### config.mk
export PLATFORM = sky130hd
export DESIGN_NAME = wb_master_bridge
export DESIGN_NICKNAME = d
export VERILOG_FILES = /design/src/rtl/wb_master_bridge_pkg.sv /design/src/rtl/wb_timeout_ctr.sv /design/src/rtl/wb_master_bridge.sv
export SDC_FILE = /design/constraint.sdc
export NUM_CORES = 1
export LEC_CHECK = 0
export BUFFER_PORTS_ARGS = -buffer_cell sky130_fd_sc_hd__buf_2
export CORE_AREA = 10 10 108 110
export CTS_BUF_LIST = sky130_fd_sc_hd__clkbuf_16
export CTS_CLUSTER_DIAMETER = 100
export DETAILED_ROUTE_END_ITERATION = 10
export DIE_AREA = 0 0 118 120
export GPL_TIMING_DRIVEN = 0
export MAX_ROUTING_LAYER = met4
export PLACE_DENSITY = 0.83
export SYNTH_ARGS = -nofsm -noshare
export SYNTH_HDL_FRONTEND = slang
export SYNTH_HIERARCHICAL = 1
export SYNTH_SLANG_ARGS = --single-unit
### constraint.sdc
create_clock -name clk_i -period 5.67 [get_ports clk_i]
set_clock_uncertainty 0.15 [all_clocks]
set_input_delay 0 -clock clk_i [delete_from_list [all_inputs] [get_ports clk_i]]
set_output_delay 0 -clock clk_i [all_outputs]
set_load 0.02 [all_outputs]
### src/rtl/wb_master_bridge_pkg.sv
// Shared types and constants for the Wishbone classic initiator bridge.
// The state encoding is fixed so waveform viewers and future responders agree on it.
package wb_master_bridge_pkg;

    localparam int WB_SEL_WIDTH = 4;
    localparam int WB_WORD_WIDTH = 32;

    typedef enum logic [1:0] {
        ST_IDLE = 2'd0,
        ST_BUS  = 2'd1,
        ST_RESP = 2'd2
    } state_t;

    // Writes and errors return zero data so the front end never sees stale bus contents.
    function automatic logic [WB_WORD_WIDTH-1:0] ack_data(
        input logic                     we,
        input logic [WB_WORD_WIDTH-1:0] dat
    );
        return we ? '0 : dat;
    endfunction

endpackage

### src/rtl/wb_timeout_ctr.sv
// Saturating cycle counter that flags the last permitted cycle of a bus wait.
// LIMIT = 0 disables it entirely; expired is combinational on the registered count.
module wb_timeout_ctr #(
    parameter int LIMIT = 255,
    parameter int BITS  = 8
) (
    input  logic clk,
    input  logic rst,
    input  logic clear,
    input  logic enable,
    output logic expired
);

    localparam bit            RUN  = (LIMIT != 0);
    localparam logic [BITS-1:0] LAST = BITS'(LIMIT - 1);

    logic [BITS-1:0] count_reg;

    always_ff @(posedge clk or posedge rst) begin
        if (rst) begin
            count_reg <= '0;
        end else if (clear) begin
            count_reg <= '0;
        end else if (enable && RUN && (count_reg != '1)) begin
            count_reg <= count_reg + 1'b1;
        end
    end

    assign expired = RUN && enable && (count_reg == LAST);

endmodule

### src/rtl/wb_master_bridge.sv
// Single-outstanding Wishbone classic initiator: valid/ready request in, one
// single-beat bus cycle out, registered response back with its own ack timeout.
module wb_master_bridge
    import wb_master_bridge_pkg::*;
#(
    parameter int WB_DATA_WIDTH  = 32,
    parameter int WB_ADDR_WIDTH  = 32,
    parameter int TIMEOUT_CYCLES = 255,
    parameter int TIMEOUT_BITS   = 8
) (
    input  logic                     clk_i,
    input  logic                     rst_i,
    input  logic                     req_valid_i,
    output logic                     req_ready_o,
    input  logic                     req_we_i,
    input  logic [WB_ADDR_WIDTH-1:0] req_adr_i,
    input  logic [WB_DATA_WIDTH-1:0] req_dat_i,
    input  logic [WB_SEL_WIDTH-1:0]  req_sel_i,
    output logic                     rsp_valid_o,
    input  logic                     rsp_ready_i,
    output logic [WB_DATA_WIDTH-1:0] rsp_dat_o,
    output logic                     rsp_err_o,
    output logic [WB_ADDR_WIDTH-1:0] wb_adr_o,
    output logic [WB_DATA_WIDTH-1:0] wb_dat_o,
    output logic [WB_SEL_WIDTH-1:0]  wb_sel_o,
    output logic                     wb_we_o,
    output logic                     wb_cyc_o,
    output logic                     wb_stb_o,
    input  logic [WB_DATA_WIDTH-1:0] wb_dat_i,
    input  logic                     wb_ack_i
);

    state_t                   state_reg;
    logic                     req_ready_reg;
    logic                     rsp_valid_reg;
    logic                     rsp_err_reg;
    logic [WB_DATA_WIDTH-1:0] rsp_dat_reg;
    logic [WB_ADDR_WIDTH-1:0] wb_adr_reg;
    logic [WB_DATA_WIDTH-1:0] wb_dat_reg;
    logic [WB_SEL_WIDTH-1:0]  wb_sel_reg;
    logic                     wb_we_reg;
    logic                     wb_cyc_reg;
    logic                     wb_stb_reg;

    logic tmo_clear;
    logic tmo_enable;
    logic tmo_expired;

    // The counter is held at zero outside BUS, so it restarts on every accept.
    assign tmo_clear  = (state_reg != ST_BUS);
    assign tmo_enable = (state_reg == ST_BUS);

    wb_timeout_ctr #(
        .LIMIT (TIMEOUT_CYCLES),
        .BITS  (TIMEOUT_BITS)
    ) u_timeout (
        .clk     (clk_i),
        .rst     (rst_i),
        .clear   (tmo_clear),
        .enable  (tmo_enable),
        .expired (tmo_expired)
    );

    always_ff @(posedge clk_i or posedge rst_i) begin
        if (rst_i) begin
            state_reg     <= ST_IDLE;
            req_ready_reg <= 1'b0;
            rsp_valid_reg <= 1'b0;
            rsp_err_reg   <= 1'b0;
            rsp_dat_reg   <= '0;
            wb_adr_reg    <= '0;
            wb_dat_reg    <= '0;
            wb_sel_reg    <= '0;
            wb_we_reg     <= 1'b0;
            wb_cyc_reg    <= 1'b0;
            wb_stb_reg    <= 1'b0;
        end else begin
            case (state_reg)
                ST_IDLE: begin
                    req_ready_reg <= 1'b1;
                    if (req_valid_i && req_ready_reg) begin
                        req_ready_reg <= 1'b0;
                        wb_adr_reg    <= req_adr_i;
                        wb_dat_reg    <= req_dat_i;
                        wb_sel_reg    <= req_sel_i;
                        wb_we_reg     <= req_we_i;
                        wb_cyc_reg    <= 1'b1;
                        wb_stb_reg    <= 1'b1;
                        state_reg     <= ST_BUS;
                    end
                end
                ST_BUS: begin
                    // Ack is checked first so an ack on the expiry cycle still returns data.
                    if (wb_ack_i) begin
                        rsp_dat_reg   <= ack_data(wb_we_reg, wb_dat_i);
                        rsp_err_reg   <= 1'b0;
                        rsp_valid_reg <= 1'b1;
                        wb_cyc_reg    <= 1'b0;
                        wb_stb_reg    <= 1'b0;
                        wb_we_reg     <= 1'b0;
                        state_reg     <= ST_RESP;
                    end else if (tmo_expired) begin
                        rsp_dat_reg   <= '0;
                        rsp_err_reg   <= 1'b1;
                        rsp_valid_reg <= 1'b1;
                        wb_cyc_reg    <= 1'b0;
                        wb_stb_reg    <= 1'b0;
                        wb_we_reg     <= 1'b0;
                        state_reg     <= ST_RESP;
                    end
                end
                ST_RESP: begin
                    if (rsp_ready_i) begin
                        rsp_valid_reg <= 1'b0;
                        rsp_err_reg   <= 1'b0;
                        req_ready_reg <= 1'b1;
                        state_reg     <= ST_IDLE;
                    end
                end
                default: begin
                    state_reg     <= ST_IDLE;
                    req_ready_reg <= 1'b0;
                    wb_cyc_reg    <= 1'b0;
                    wb_stb_reg    <= 1'b0;
                    wb_we_reg     <= 1'b0;
                    rsp_valid_reg <= 1'b0;
                end
            endcase
        end
    end

    assign req_ready_o = req_ready_reg;
    assign rsp_valid_o = rsp_valid_reg;
    assign rsp_err_o   = rsp_err_reg;
    assign rsp_dat_o   = rsp_dat_reg;
    assign wb_adr_o    = wb_adr_reg;
    assign wb_dat_o    = wb_dat_reg;
    assign wb_sel_o    = wb_sel_reg;
    assign wb_we_o     = wb_we_reg;
    assign wb_cyc_o    = wb_cyc_reg;
    assign wb_stb_o    = wb_stb_reg;

endmodule

# Word-level counts from Yosys, hierarchy flattened
# Index checks and enable logic that the tools add are counted.
# totals
ff_bits,115
input_bits,106
out_inout_bits,106
word_cells,62
# classes
n_addsub,1
eq_ne,8
n_mux,25
bitwise_logic,3
reduce_logical,14
# op_table
operator,n
32-bit 2-to-1 mux,3
8-bit 2-to-1 mux,2
1-bit case mux with 3 select lines,4
3-bit AND reduction,4
1-bit 2-to-1 mux,10
"8-bit by 1-bit adder with 8-bit output, second input constant",1
"8-bit == test, second input constant",1
2-bit 2-to-1 mux,4
"8-bit != test, second input constant",1
2-bit case mux with 3 select lines,1
2-bit AND reduction,3
2-bit nonzero test,3
"2-bit != test, second input constant",2
1-bit logical AND,3
"3-bit by 2-bit != test with 1-bit output, second input constant",1
1-bit inverter,3
"2-bit by 1-bit == test with 1-bit output, second input constant",1
"2-bit == test, second input constant",1
2-bit zero test,1
"2-bit by 1-bit != test with 1-bit output, second input constant",1
1-bit case mux with 2 select lines,1

# Logic depth before layout (Yosys ltp)
# Gate-level depths: netlist of the first run.
# depth
word_depth,5
depth_mapped,7
ltp_nobuf,6

# By module
# The synthesis of the first run kept the hierarchy.
# modules_own_cells
module,n_inst,cells_per_inst,area_per_inst_um2,seq_area_each_um2
wb_master_bridge,1,320,4187.8,2677.6
wb_timeout_ctr,1,50,442.9,200.2

# Worst setup path before layout of the first run
# Ideal clock, no wire load.
# synth_timing
kind,register to register
startpoint,register state_reg[1]
endpoint,register rsp_valid_reg (netlist: rsp_valid_o)
setup_ps,125
t_arrival_ps,1651
t_required_ps,5395
setup_slack_ps,3744
stages_incl_launch_ff,7
path_buffers,0
synth_period_minus_slack_ps,1926
cell_sequence,dfrtp_1 > inv_1 > ha_1 > and3_1 > nor3b_4 > nor3_1 > mux2_2
# synth_via
elab_chain_len,4
word_cells_on_any_way,9
cone_classes,eq/ne: 4; mux: 1; bitwise: 1; reduce/logical: 3
# synth_rtl
element,line_no,text
from (decl),wb_master_bridge.sv:33,state_t state_reg;
from (signal assigned),wb_master_bridge.sv:66,state_reg <= ST_IDLE;
from (signal assigned),wb_master_bridge.sv:89,state_reg <= ST_BUS;
from (signal assigned),wb_master_bridge.sv:101,state_reg <= ST_RESP;
2-bit by 1-bit == test with 1-bit output,wb_master_bridge.sv:51,assign tmo_enable = (state_reg == ST_BUS);
via tmo_enable,wb_master_bridge.sv:46,logic tmo_enable;
1-bit logical AND,wb_timeout_ctr.sv:29,assign expired = RUN && enable && (count_reg == LAST);
via tmo_expired,wb_master_bridge.sv:47,logic tmo_expired;
3-bit by 2-bit != test with 1-bit output (no source line),-,
3-bit AND reduction (no source line),-,
to (signal assigned),wb_master_bridge.sv:68,rsp_valid_reg <= 1'b0;
to (signal assigned),wb_master_bridge.sv:97,rsp_valid_reg <= 1'b1;
to (signal assigned),wb_master_bridge.sv:105,rsp_valid_reg <= 1'b1;
to (decl),wb_master_bridge.sv:35,logic rsp_valid_reg;
# The timed path passes the listed nets, and every way through them passes these cells.
# A chain may end at the register's enable or synchronous reset.

# Final worst setup path of the first run
# layout_timing
startpoint,register state_reg[1]
endpoint,register rsp_dat_reg[28] (netlist: rsp_dat_o[28])
# layout_via
elab_chain_len,4
# layout_rtl
element,line_no,text
2-bit by 1-bit == test with 1-bit output,wb_master_bridge.sv:51,
via tmo_enable,wb_master_bridge.sv:46,
1-bit logical AND,wb_timeout_ctr.sv:29,
via tmo_expired,wb_master_bridge.sv:47,
2-bit nonzero test (no source line),-,
2-bit AND reduction (no source line),-,
to (signal assigned),wb_master_bridge.sv:95,"rsp_dat_reg <= ack_data(wb_we_reg, wb_dat_i);"
to (decl),wb_master_bridge.sv:37,logic [WB_DATA_WIDTH-1:0] rsp_dat_reg;
# The timed path passes the listed nets, and every way through them passes these cells.

==> impl_metrics.env, run 1 <==
export IMPL_worstSetupPathType="flop to flop"
export IMPL_instances_no_fill=862
export IMPL_ys_ff_latch=115
export IMPL_synth_enable_flop_cells=0
export IMPL_p_clk_share_pct=25.1
export IMPL_ys_top_cells_by_count="sky130_fd_sc_hd__dfrtp_1, sky130_fd_sc_hd__nand2_1, sky130_fd_sc_hd__mux2_2, sky130_fd_sc_hd__o21ai_0, sky130_fd_sc_hd__nor2_1"
export IMPL_grt_start_max_net_pins=61
export IMPL_timing_hold_ws_ps=79.6
export IMPL_post_cts_setup_buffer_count=0
export IMPL_clk_pin_slew_worst_paths_ps=60
export IMPL_clock_path_buffers=2
export IMPL_startpoint_types="flop"
export IMPL_clock_tree_from_tritoncts="done"
export IMPL_tritoncts_num_sinks=115
export IMPL_vdd_drop_max_mv=0.395
export IMPL_syn_inst=370
export IMPL_grt_pass1_wl_um=27500
export IMPL_detailedRoute_firstIterationViolations=356
export IMPL_groute_usage_overall_pct=25.8
export IMPL_hpwlAfterDp_um=10300
export IMPL_grt_ovfl_total=0
export IMPL_die_height_um=120
export IMPL_crit_required_ps=5860
export IMPL_synth_area_top_cells="sky130_fd_sc_hd__dfrtp_1, sky130_fd_sc_hd__mux2_2, sky130_fd_sc_hd__nand2_1"
export IMPL_number_of_distinct_library_cell_variants_in_the_gate_level_netlist_after_synthesis=38
export IMPL_port_buffers=211
export IMPL_critPathMaxStageDelay_ps=570
export IMPL_floorplan_initialDensity_pct=48.5
export IMPL_netlist_area_um2=4630
export IMPL_place_worst_setup_slack_ps=3470
export IMPL_final_period_utilization_pct=50.4
export IMPL_min_path_type="input port to async pin"
export IMPL_totalNegativeSetupSlack_ps=0
export IMPL_sw_share_pct=39.2
export IMPL_worstPathCellList="inv_1 > ha_1 > and3_1 > o21ai_2 > clkbuf_1 > nand2_1 > o21ai_0 > dlygate4sd3_1"
export IMPL_placedCellCount=715
export IMPL_routed_wl_um=18000
export IMPL_p_int_mw=2.57
export IMPL_finalCoreUtilization_pct=79.6
export IMPL_synth_top_area_cell="sky130_fd_sc_hd__dfrtp_1"
export IMPL_yosys_warnings=6
export IMPL_post_synthesis_net_count=482
export IMPL_cts_resized=0
export IMPL_fmaxAchievable_ghz=0.350
export IMPL_rsz_0062_raised_after_global_routing="false"
export IMPL_worst_endpoint_arrival_ps=3050
export IMPL_number_of_endpoints_with_negative_hold_slack_in_the_final_report=0
export IMPL_row_count=36
export IMPL_fin_total_pwr_mw=4.23
export IMPL_htree_num_levels=4
export IMPL_post_route_min_period_ps=2860
export IMPL_critPathMaxFanout=10
export IMPL_critical_path_slowest_cell="sky130_fd_sc_hd__dlygate4sd3_1"
export IMPL_clock_latency_on_the_worst_skew_pair_ps=410
export IMPL_power_share_sequential_pct=33.2
export IMPL_gp_routability_congestion=0.805
export IMPL_routed_wire_length_per_instance_um=20.9
export IMPL_grt_pass1_vias=4928
export IMPL_synth_seq_area_share_pct=62.1
export IMPL_grt_antenna_before_repair=4
export IMPL_floorplan_io_pins=212
export IMPL_post_dp_cell_area_um2=5880
export IMPL_die_width_um=118
export IMPL_synth_flop_cell="sky130_fd_sc_hd__dfrtp_1"
export IMPL_layout_drive_gt1_share_pct=44.3
export IMPL_area_fraction_of_the_dominant_cell_type_after_synthesis_pct=62.1
export IMPL_p_comb_share_pct=41.7
export IMPL_timing_critical_path_to_type="flop"
export IMPL_vias_per_cell=5.16
export IMPL_cpLargestDelayFamily="buffers and inverters"
export IMPL_yosys_cell_count_top_type="sky130_fd_sc_hd__dfrtp_1"
export IMPL_synthesis_area_per_instance_um2=12.5
export IMPL_clock_tree_root_cell="sky130_fd_sc_hd__clkbuf_16"
export IMPL_dr_total_vias=4450
export IMPL_power_density_cell_area_nw_per_um2=557
export IMPL_core_area_um2=9550
export IMPL_synthToLayoutAreaGrowth_pct=64.2
export IMPL_finalSetupViolations=0
export IMPL_timing_max_transition_violations_final=0
export IMPL_worst_slew_pin_slew_ps=617
export IMPL_drtPass1Iterations=5
export IMPL_cp_num_buf_inv=3
export IMPL_num_nets_final=825
export IMPL_run_status="complete, no violations"
export IMPL_static_leakage_power_nw=3.76
export IMPL_die_area_um2=14200
export IMPL_route_antenna_remaining_nets=0
export IMPL_cap_violations=0
export IMPL_detail_route_drc_violations=0
export IMPL_cts_made_buffers=17
export IMPL_slew_headroom_pct=58.9
export IMPL_setup_ws_ps=2810
export IMPL_design_area_um2=7600
export IMPL_async_flop_share_pct=100
export IMPL_p_switching_mw=1.66
## path summary, 6_finish.rpt
check / to / start / depth (start not counted) / slack [ps]
min in group clk_i: wb_dat_o[13] / req_dat_i[13] / 3 / 200
max in group asynchronous: u_timeout/count_reg[4] / rst_i / 4 / 4580
hold / removal: state_reg[0] / rst_i / 3 / 80
setup reg to reg: rsp_dat_o[28] / state_reg[1] / 8 / 2810
setup / recovery: rsp_dat_o[28] / state_reg[1] / 8 / 2810
hold reg to reg: rsp_dat_o[16] / rsp_dat_o[16] / 2 / 320
## worst min-delay path, delay by kind of cell
family,cells,cell delay (ps)
buffers and inverters,3,1110
## layout make-up
cell class                      instances  area [µm²]
Multi-Input combinational cell        227        1620
Sequential cell                       115        2880
Fill cell                             569        1950
Inverter                                9        36.3
Clock buffer                           17         425
Antenna cell                            4        10.0
Buffer                                 19        98.8
Timing Repair Buffer                  324        2200
Tap cell                              133         166
Clock inverter                         14         163
## layer usage
| metal | share of wire (%) | up-vias | global-route usage [%] |
|---|---|---|---|
| li1 | - | 1962 | - |
| met1 | 34 | 2169 | 24.2 |
| met5 | 0 | - | - |
| met4 | 4.9 | 0 | 15.2 |
| met3 | 5.1 | 75 | 6.09 |
| met2 | 56 | 244 | 47.4 |
## placed cells by master (no fill, tap or decap), drive strengths merged, types with 2 or more instances in the layout
| cell | Yosys | layout |
|---|---|---|
| a21oi | 2 | 2 |
| and3 | 2 | 2 |
| and4 | 2 | 2 |
| buf | 14 | 226 |
| bufinv | 0 | 3 |
| clkbuf | 5 | 22 |
| clkinv | 0 | 5 |
| clkinvlp | 0 | 5 |
| dfrtp | 115 | 115 |
| diode | 0 | 4 |
| dlygate4sd3 | 0 | 112 |
| ha | 6 | 6 |
| inv | 9 | 10 |
| mux2 | 70 | 70 |
| nand2 | 66 | 66 |
| nand3 | 6 | 6 |
| nand4 | 2 | 2 |
| nor2 | 11 | 11 |
| nor3 | 6 | 6 |
| o21ai | 36 | 36 |
| o31ai | 2 | 2 |
| o32a | 2 | 2 |
| o41ai | 2 | 2 |
## power groups by stage
| stage | clock, mW | combinational [mW] | sequential [mW] |
|---|---|---|---|
| floorplan | 0 | 0.585 | 1.80 |
| global placement | 0 | 1.58 | 1.34 |
| detailed placement | 0 | 1.62 | 1.37 |
| CTS | 1.08 | 1.72 | 1.36 |
| global route | 1.12 | 1.88 | 1.44 |
| finish | 1.06 | 1.76 | 1.41 |
## what timing repair did
item / in CTS / in global routing
endpoints found under the hold margin: 160 / 0
hold buffers: 112 / 0
setup endpoints to repair: 0 / 0
## cells by family after synthesis
| logic type | Yosys count | share of synthesized area, % |
|---|---|---|
| AOI/OAI and AO/OA | 49 | 6.35 |
| xor gates and xnor gates | 1 | 0.189 |
| and+or+nand+nor | 100 | 9.59 |
| muxes | 71 | 17.2 |
| DFF | 115 | 62.1 |
| buffers and inverters | 28 | 2.86 |
| adders and majority gates | 6 | 1.62 |
No activity file was read; power rests on OpenSTA's default activity.
==> run 2, diff against run 1 <==
--- a/config.mk
+++ b/config.mk
@@ -6,14 +6,14 @@
 export NUM_CORES = 1
 export LEC_CHECK = 0
 export BUFFER_PORTS_ARGS = -buffer_cell sky130_fd_sc_hd__buf_2
-export CORE_AREA = 10 10 108 110
+export CORE_AREA = 10 10 111 113
 export CTS_BUF_LIST = sky130_fd_sc_hd__clkbuf_16
 export CTS_CLUSTER_DIAMETER = 100
 export DETAILED_ROUTE_END_ITERATION = 10
-export DIE_AREA = 0 0 118 120
+export DIE_AREA = 0 0 121 123
 export GPL_TIMING_DRIVEN = 0
 export MAX_ROUTING_LAYER = met4
-export PLACE_DENSITY = 0.83
+export PLACE_DENSITY = 0.79
 export SYNTH_ARGS = -nofsm -noshare
 export SYNTH_HDL_FRONTEND = slang
 export SYNTH_HIERARCHICAL = 1
==> constraint.sdc (replaced) <==
create_clock -name clk_i -period 2.75 [get_ports clk_i]
set_clock_uncertainty 0.15 [all_clocks]
set_input_delay 0 -clock clk_i [delete_from_list [all_inputs] [get_ports clk_i]]
set_output_delay 0 -clock clk_i [all_outputs]
set_load 0.02 [all_outputs]
==> impl_metrics.env, run 2 (synthesis gave the netlist of run 1 again) <==
export IMPL_min_path_type="input port to flop"
export IMPL_rsz_0062_raised_after_global_routing="false"
export IMPL_worst_endpoint_arrival_ps=2670
export IMPL_crit_required_ps=2940
export IMPL_tritoncts_num_sinks=115
export IMPL_p_int_mw=5.22
export IMPL_final_common_cell="sky130_fd_sc_hd__buf_2"
export IMPL_detail_route_drc_violations=0
export IMPL_grt_ovfl_total=0
export IMPL_critPathMaxFanout=10
export IMPL_floorplan_initialDensity_pct=45.7
export IMPL_drtPass1Iterations=5
export IMPL_cap_violations=0
export IMPL_post_cts_setup_buffer_count=0
export IMPL_die_area_um2=14900
export IMPL_power_share_sequential_pct=33.3
export IMPL_clock_latency_on_the_worst_skew_pair_ps=400
export IMPL_hpwlAfterDp_um=10400
export IMPL_fmaxAchievable_ghz=0.402
export IMPL_gp_routability_congestion=0.795
export IMPL_vdd_drop_max_mv=0.681
export IMPL_port_buffers=211
export IMPL_final_period_utilization_pct=90.5
export IMPL_static_leakage_power_nw=3.75
export IMPL_route_antenna_remaining_nets=0
export IMPL_row_count=37
export IMPL_setup_ws_ps=263
export IMPL_grt_pass1_wl_um=25600
export IMPL_mostFrequentLayoutCells="sky130_fd_sc_hd__buf_2, sky130_fd_sc_hd__dfrtp_1, sky130_fd_sc_hd__dlygate4sd3_1"
export IMPL_totalNegativeSetupSlack_ps=0
export IMPL_die_width_um=121
export IMPL_floorplan_io_pins=212
export IMPL_p_switching_mw=3.41
export IMPL_num_nets_final=822
export IMPL_vias_per_cell=5.06
export IMPL_grt_start_max_net_pins=45
export IMPL_timing_critical_path_to_type="flop"
export IMPL_worstPathCellList="nand3_1 > nor2_1 > and3_1 > o21ai_4 > buf_2 > nand2_1 > o21ai_0 > dlygate4sd3_1"
export IMPL_critical_path_slowest_cell="sky130_fd_sc_hd__dlygate4sd3_1"
export IMPL_core_area_um2=10100
export IMPL_slew_headroom_pct=65.1
export IMPL_finalSetupViolations=0
export IMPL_p_comb_share_pct=41.7
export IMPL_p_clk_share_pct=25.0
export IMPL_grt_antenna_before_repair=4
export IMPL_layout_drive_gt1_share_pct=44.8
export IMPL_place_worst_setup_slack_ps=495
export IMPL_die_height_um=123
export IMPL_clock_tree_root_cell="sky130_fd_sc_hd__clkbuf_16"
export IMPL_groute_usage_overall_pct=22.8
export IMPL_run_status="complete, no violations"
export IMPL_htree_num_levels=4
export IMPL_critPathMaxStageDelay_ps=550
export IMPL_synthToLayoutAreaGrowth_pct=63.8
export IMPL_power_density_cell_area_nw_per_um2=1140
export IMPL_routed_wire_length_per_instance_um=19.9
export IMPL_worstSetupPathType="flop to flop"
export IMPL_number_of_endpoints_with_negative_hold_slack_in_the_final_report=0
export IMPL_clk_pin_slew_worst_paths_ps=60
export IMPL_clock_tree_from_tritoncts="done"
export IMPL_timing_max_transition_violations_final=0
export IMPL_detailedRoute_firstIterationViolations=259
export IMPL_cts_made_buffers=17
export IMPL_worst_slew_pin_slew_ps=523
export IMPL_dr_total_vias=4374
export IMPL_routed_wl_um=17300
export IMPL_startpoint_types="flop"
export IMPL_sw_share_pct=39.5
export IMPL_grt_pass1_vias=4748
export IMPL_post_route_min_period_ps=2490
export IMPL_clock_path_buffers=2
run 2: changes by cell type in the layout (fill, tap and decap cells not counted), moves of 2 or more:
cell / previous run / this run
sky130_fd_sc_hd__clkinv_4: 1 / 4
sky130_fd_sc_hd__diode_2: 4 / 6
sky130_fd_sc_hd__dlygate4sd3_1: 112 / 108
sky130_fd_sc_hd__buf_12: 0 / 2
sky130_fd_sc_hd__clkinvlp_4: 5 / 2
sky130_fd_sc_hd__inv_6: 1 / 4
run 2: final timing paths:
kind | endpoint | depth (start not counted) | slack (ps) | start
max reg2reg | rsp_dat_o[30] | 8 | 260 | u_timeout/count_reg[5]
min reg2reg | rsp_dat_o[27] | 2 | 330 | rsp_dat_o[27]
min in group asynchronous | rsp_dat_o[19] | 3 | 40 | rst_i
max | rsp_dat_o[30] | 8 | 260 | u_timeout/count_reg[5]
max in group asynchronous | u_timeout/count_reg[7] | 4 | 1670 | rst_i
min | state_reg[0] | 4 | 30 | rsp_ready_i
run 2: timing repair:
item	4_1_cts	5_1_grt
endpoints found under the hold margin	219	0
endpoints found under the setup margin	0	1
hold buffers	108	0
resized for setup	0	2
run 2: cell type report:
type | instances | area [µm²]
repair buffers | 321 | 2180
multi-input cells | 227 | 1630
clock inverters | 15 | 155
fillers | 637 | 2550
plain buffers | 19 | 98.8
well taps | 136 | 170
diodes | 6 | 15.0
inverters | 9 | 37.5
clock buffers | 17 | 425
flip-flops and latches | 115 | 2880
run 2: stage by stage:
stage | power (mW) | cell area [µm²] | instances | hold slack, ps | utilization [%]
6_report | 8.62 | 7590 | 865 | 33.1 | 74.8
5_1_grt | 9.03 | 7580 | 863 | 68.4 | 74.8
4_1_cts | 8.50 | 7560 | 859 | 2.84 | 74.6
3_5_place_dp | 6.18 | 5900 | 719 | -148 | 58.2
3_3_place_gp | 6.03 | 5860 | 717 | -157 | 57.8
2_1_floorplan | 4.92 | 4630 | 370 | -334 | -
run 2: per-layer routing:
| layer | global-route usage [%] | wire [µm] | up-vias |
|---|---|---|---|
| li1 | - | - | 1958 |
| met1 | 21.8 | 5850 | 2147 |
| met2 | 41.4 | 9680 | 205 |
| met3 | 5.42 | 899 | 64 |
| met4 | 13.1 | 822 | 0 |
| met5 | - | 0 | - |
run 2: power by group through the flow:
stage / clock, mW / sequential, mW / combinational [mW]
after CTS: 2.17 / 2.81 / 3.51
final: 2.16 / 2.87 / 3.60
after global routing: 2.26 / 2.94 / 3.82
after global placement: 0 / 2.77 / 3.26
after detailed placement: 0 / 2.83 / 3.34
after floorplan: 0 / 3.71 / 1.21
run 2: critical path: cells and delay by family (launching register included):
| kind | cells | cell delay [ps] |
|---|---|---|
| buffers and inverters | 2 | 830 |
| AND/OR/NAND/NOR | 4 | 660 |
| flip-flops | 1 | 420 |
| AO/OA/AOI/OAI | 2 | 360 |
==> run 3, diff against run 2 <==
--- a/config.mk
+++ b/config.mk
@@ -5,12 +5,13 @@
 export SDC_FILE = /design/constraint.sdc
 export NUM_CORES = 1
 export LEC_CHECK = 0
+export ABC_AREA = 1
 export BUFFER_PORTS_ARGS = -buffer_cell sky130_fd_sc_hd__buf_2
-export CORE_AREA = 10 10 111 113
+export CORE_AREA = 10 10 113 115
 export CTS_BUF_LIST = sky130_fd_sc_hd__clkbuf_16
 export CTS_CLUSTER_DIAMETER = 100
 export DETAILED_ROUTE_END_ITERATION = 10
-export DIE_AREA = 0 0 121 123
+export DIE_AREA = 0 0 123 125
 export GPL_TIMING_DRIVEN = 0
 export MAX_ROUTING_LAYER = met4
 export PLACE_DENSITY = 0.79
==> impl_metrics.env, run 3 <==
export IMPL_routed_wire_length_per_instance_um=16.8
export IMPL_min_path_type="input port to async pin"
export IMPL_port_buffers=211
export IMPL_post_synthesis_net_count=669
export IMPL_rsz_0062_raised_after_global_routing="false"
export IMPL_fmaxAchievable_ghz=0.406
export IMPL_number_of_endpoints_with_negative_hold_slack_in_the_final_report=0
export IMPL_floorplan_initialDensity_pct=46.2
export IMPL_core_area_um2=10600
export IMPL_cts_made_buffers=17
export IMPL_synth_flop_cell="sky130_fd_sc_hd__dfrtp_1"
export IMPL_final_common_cell="sky130_fd_sc_hd__buf_2"
export IMPL_layout_drive_gt1_share_pct=30.7
export IMPL_power_density_cell_area_nw_per_um2=1070
export IMPL_clk_pin_slew_worst_paths_ps=60
export IMPL_groute_usage_overall_pct=23.8
export IMPL_sw_share_pct=39.7
export IMPL_timing_hold_ws_ps=132
export IMPL_worstReg2RegEnd="wb_we_o"
export IMPL_p_int_mw=5.13
export IMPL_final_period_utilization_pct=89.5
export IMPL_design_area_um2=7930
export IMPL_detail_route_drc_violations=0
export IMPL_register_area_um2=2880
export IMPL_async_flop_share_pct=100
export IMPL_row_count=38
export IMPL_crit_required_ps=2940
export IMPL_grt_start_max_net_pins=39
export IMPL_worst_endpoint_arrival_ps=2650
export IMPL_synth_enable_flop_cells=0
export IMPL_reg2reg_slack_ps=290
export IMPL_syn_inst=557
export IMPL_htree_num_levels=4
export IMPL_p_comb_share_pct=39.8
export IMPL_synth_area_top_cells="sky130_fd_sc_hd__dfrtp_1, sky130_fd_sc_hd__nand2_1, sky130_fd_sc_hd__inv_1"
export IMPL_synthToLayoutAreaGrowth_pct=62.0
export IMPL_synth_top_area_cell="sky130_fd_sc_hd__dfrtp_1"
export IMPL_yosys_warnings=6
export IMPL_clock_tree_from_tritoncts="done"
export IMPL_run_status="complete, no violations"
export IMPL_clock_latency_on_the_worst_skew_pair_ps=400
export IMPL_ys_ff_latch=115
export IMPL_timing_critical_path_to_type="flop"
export IMPL_static_leakage_power_nw=4.32
export IMPL_synth_seq_area_share_pct=58.8
export IMPL_worstSetupPathType="flop to flop"
export IMPL_fillers=692
export IMPL_slew_headroom_pct=49.6
export IMPL_routed_wl_um=17800
export IMPL_route_antenna_remaining_nets=0
export IMPL_power_share_sequential_pct=32.4
export IMPL_detailedRoute_firstIterationViolations=308
export IMPL_critical_path_most_common_cell="sky130_fd_sc_hd__nand2_1"
export IMPL_r2r_worst_path_cells=9
export IMPL_hpwlAfterDp_um=10900
export IMPL_grt_antenna_before_repair=4
export IMPL_critical_path_slowest_cell="sky130_fd_sc_hd__dlygate4sd3_1"
export IMPL_p_clk_share_pct=27.8
export IMPL_ys_top_cells_by_count="sky130_fd_sc_hd__nand2_1, sky130_fd_sc_hd__dfrtp_1, sky130_fd_sc_hd__inv_1, sky130_fd_sc_hd__o21ai_1, sky130_fd_sc_hd__o21ai_0"
export IMPL_post_dp_cell_area_um2=6170
export IMPL_grt_pass1_wl_um=28100
export IMPL_die_height_um=125
export IMPL_clock_path_buffers=2
export IMPL_vdd_drop_max_mv=0.723
export IMPL_multi_input_logic_area_um2=1540
export IMPL_area_fraction_of_the_dominant_cell_type_after_synthesis_pct=58.8
export IMPL_drtPass1Iterations=5
export IMPL_gp_routability_congestion=0.855
export IMPL_worst_slew_pin_slew_ps=754
export IMPL_startpoint_types="flop"
export IMPL_grt_ovfl_total=0
export IMPL_die_width_um=123
export IMPL_cap_violations=0
export IMPL_tritoncts_num_sinks=115
export IMPL_yosys_cell_count_top_type="sky130_fd_sc_hd__nand2_1"
export IMPL_post_cts_setup_buffer_count=0
export IMPL_num_nets_final=1011
export IMPL_clock_tree_root_cell="sky130_fd_sc_hd__clkbuf_16"
export IMPL_die_area_um2=15400
export IMPL_p_switching_mw=3.38
export IMPL_grt_pass1_vias=5432
export IMPL_finalSetupViolations=0
export IMPL_floorplan_io_pins=212
export IMPL_critPathMaxFanout=10
export IMPL_totalNegativeSetupSlack_ps=0
export IMPL_timing_max_transition_violations_final=0
export IMPL_mostFrequentLayoutCells="sky130_fd_sc_hd__buf_2, sky130_fd_sc_hd__nand2_1, sky130_fd_sc_hd__dfrtp_1"
export IMPL_vias_per_cell=4.85
export IMPL_synthesis_area_per_instance_um2=8.79
export IMPL_dr_total_vias=5119
export IMPL_worstPathCellList="inv_1 > ha_2 > nand2_1 > nor4_2 > nor2_1 > nand2_2 > nand4_1 > dlygate4sd3_1 > nand2_1"
export IMPL_netlist_area_um2=4900
export IMPL_number_of_distinct_library_cell_variants_in_the_gate_level_netlist_after_synthesis=25
export IMPL_post_route_min_period_ps=2460
export IMPL_critPathMaxStageDelay_ps=570
export IMPL_worst_r2r_startpoint="state_reg[1]"
-- run 3: changes by cell type in the layout (fill, tap and decap cells not counted), moves of 4 or more --
| cell | previous run | this run |
|---|---|---|
| sky130_fd_sc_hd__buf_6 | 1 | 5 |
| sky130_fd_sc_hd__inv_1 | 8 | 83 |
| sky130_fd_sc_hd__inv_6 | 4 | 0 |
| sky130_fd_sc_hd__mux2_1 | 9 | 0 |
| sky130_fd_sc_hd__mux2_2 | 61 | 0 |
| sky130_fd_sc_hd__nand2_1 | 66 | 175 |
| sky130_fd_sc_hd__nand2_2 | 0 | 4 |
| sky130_fd_sc_hd__nand3_1 | 5 | 11 |
| sky130_fd_sc_hd__nand4_1 | 2 | 7 |
| sky130_fd_sc_hd__nor3_1 | 6 | 0 |
| sky130_fd_sc_hd__o21ai_0 | 29 | 49 |
| sky130_fd_sc_hd__o21ai_1 | 6 | 55 |
-- run 3: cell type report --
cell class / instances / share of cell area, %
Sequential cell: 115 / 36.3
Timing Repair Buffer: 323 / 27.7
Multi-Input combinational cell: 330 / 19.4
Clock buffer: 17 / 5.36
Inverter: 87 / 4.18
Clock inverter: 15 / 2.71
Tap cell: 140 / 2.21
Buffer: 25 / 2.05
Antenna cell: 4 / 0.126
-- run 3: per-layer routing --
metal  GRT usage, %  wire [µm]
met1           25.0       6680
met2           40.4       9460
met3           5.94        839
met4           11.7        801
met5              -          0
-- run 3: worst max-delay path, delay by kind of cell (launching register included) --
family	cells	cell delay, ps
and+or+nand+nor	6	850
buffers and inverters	2	690
DFF	1	390
adders and majority gates	1	320
-- run 3: power by group through the flow --
stage / sequential [mW] / combinational (mW) / clock [mW]
after floorplan: 3.55 / 1.16 / 0
after global placement: 2.71 / 3.10 / 0
after detailed placement: 2.74 / 3.16 / 0
after CTS: 2.72 / 3.33 / 2.41
after global routing: 2.83 / 3.69 / 2.49
final: 2.76 / 3.39 / 2.37
-- run 3: through the flow --
stage / total power [mW] / std cells / worst slack (ps) / utilization (%)
after global routing: 9.01 / 1056 / 84.6 / 74.8
after global placement: 5.81 / 908 / 525 / 57.8
after detailed placement: 5.90 / 910 / 475 / 58.2
final: 8.52 / 1056 / 288 / 74.8
after floorplan: 4.70 / 557 / 772 / -
after CTS: 8.46 / 1052 / 66.9 / 74.6
-- run 3: worst max path at each step --
| stage | startpoint | to | cells after the start |
|---|---|---|---|
| after floorplan | state_reg[1] | wb_we_o | 9 |
| after global placement | state_reg[1] | rsp_dat_o[30] | 8 |
| after detailed placement | state_reg[1] | rsp_dat_o[29] | 8 |
| after CTS | state_reg[1] | wb_we_o | 9 |
| after global routing | state_reg[1] | wb_we_o | 9 |
| final | state_reg[1] | wb_we_o | 9 |
-- run 3: timing repair --
action | CTS | global route
resized for setup | 0 | 2
hold buffers | 110 | 0
endpoints found under the hold margin | 148 | 0
setup endpoints to repair | 0 | 1
-- run 3: cells by family after synthesis --
group	Yosys count	synth area share, %
simple gates	215	18.2
fa+ha+maj	6	1.53
compound gates	107	11.2
buf+inv	112	10.0
xor+xnor	2	0.358
flops	115	58.8
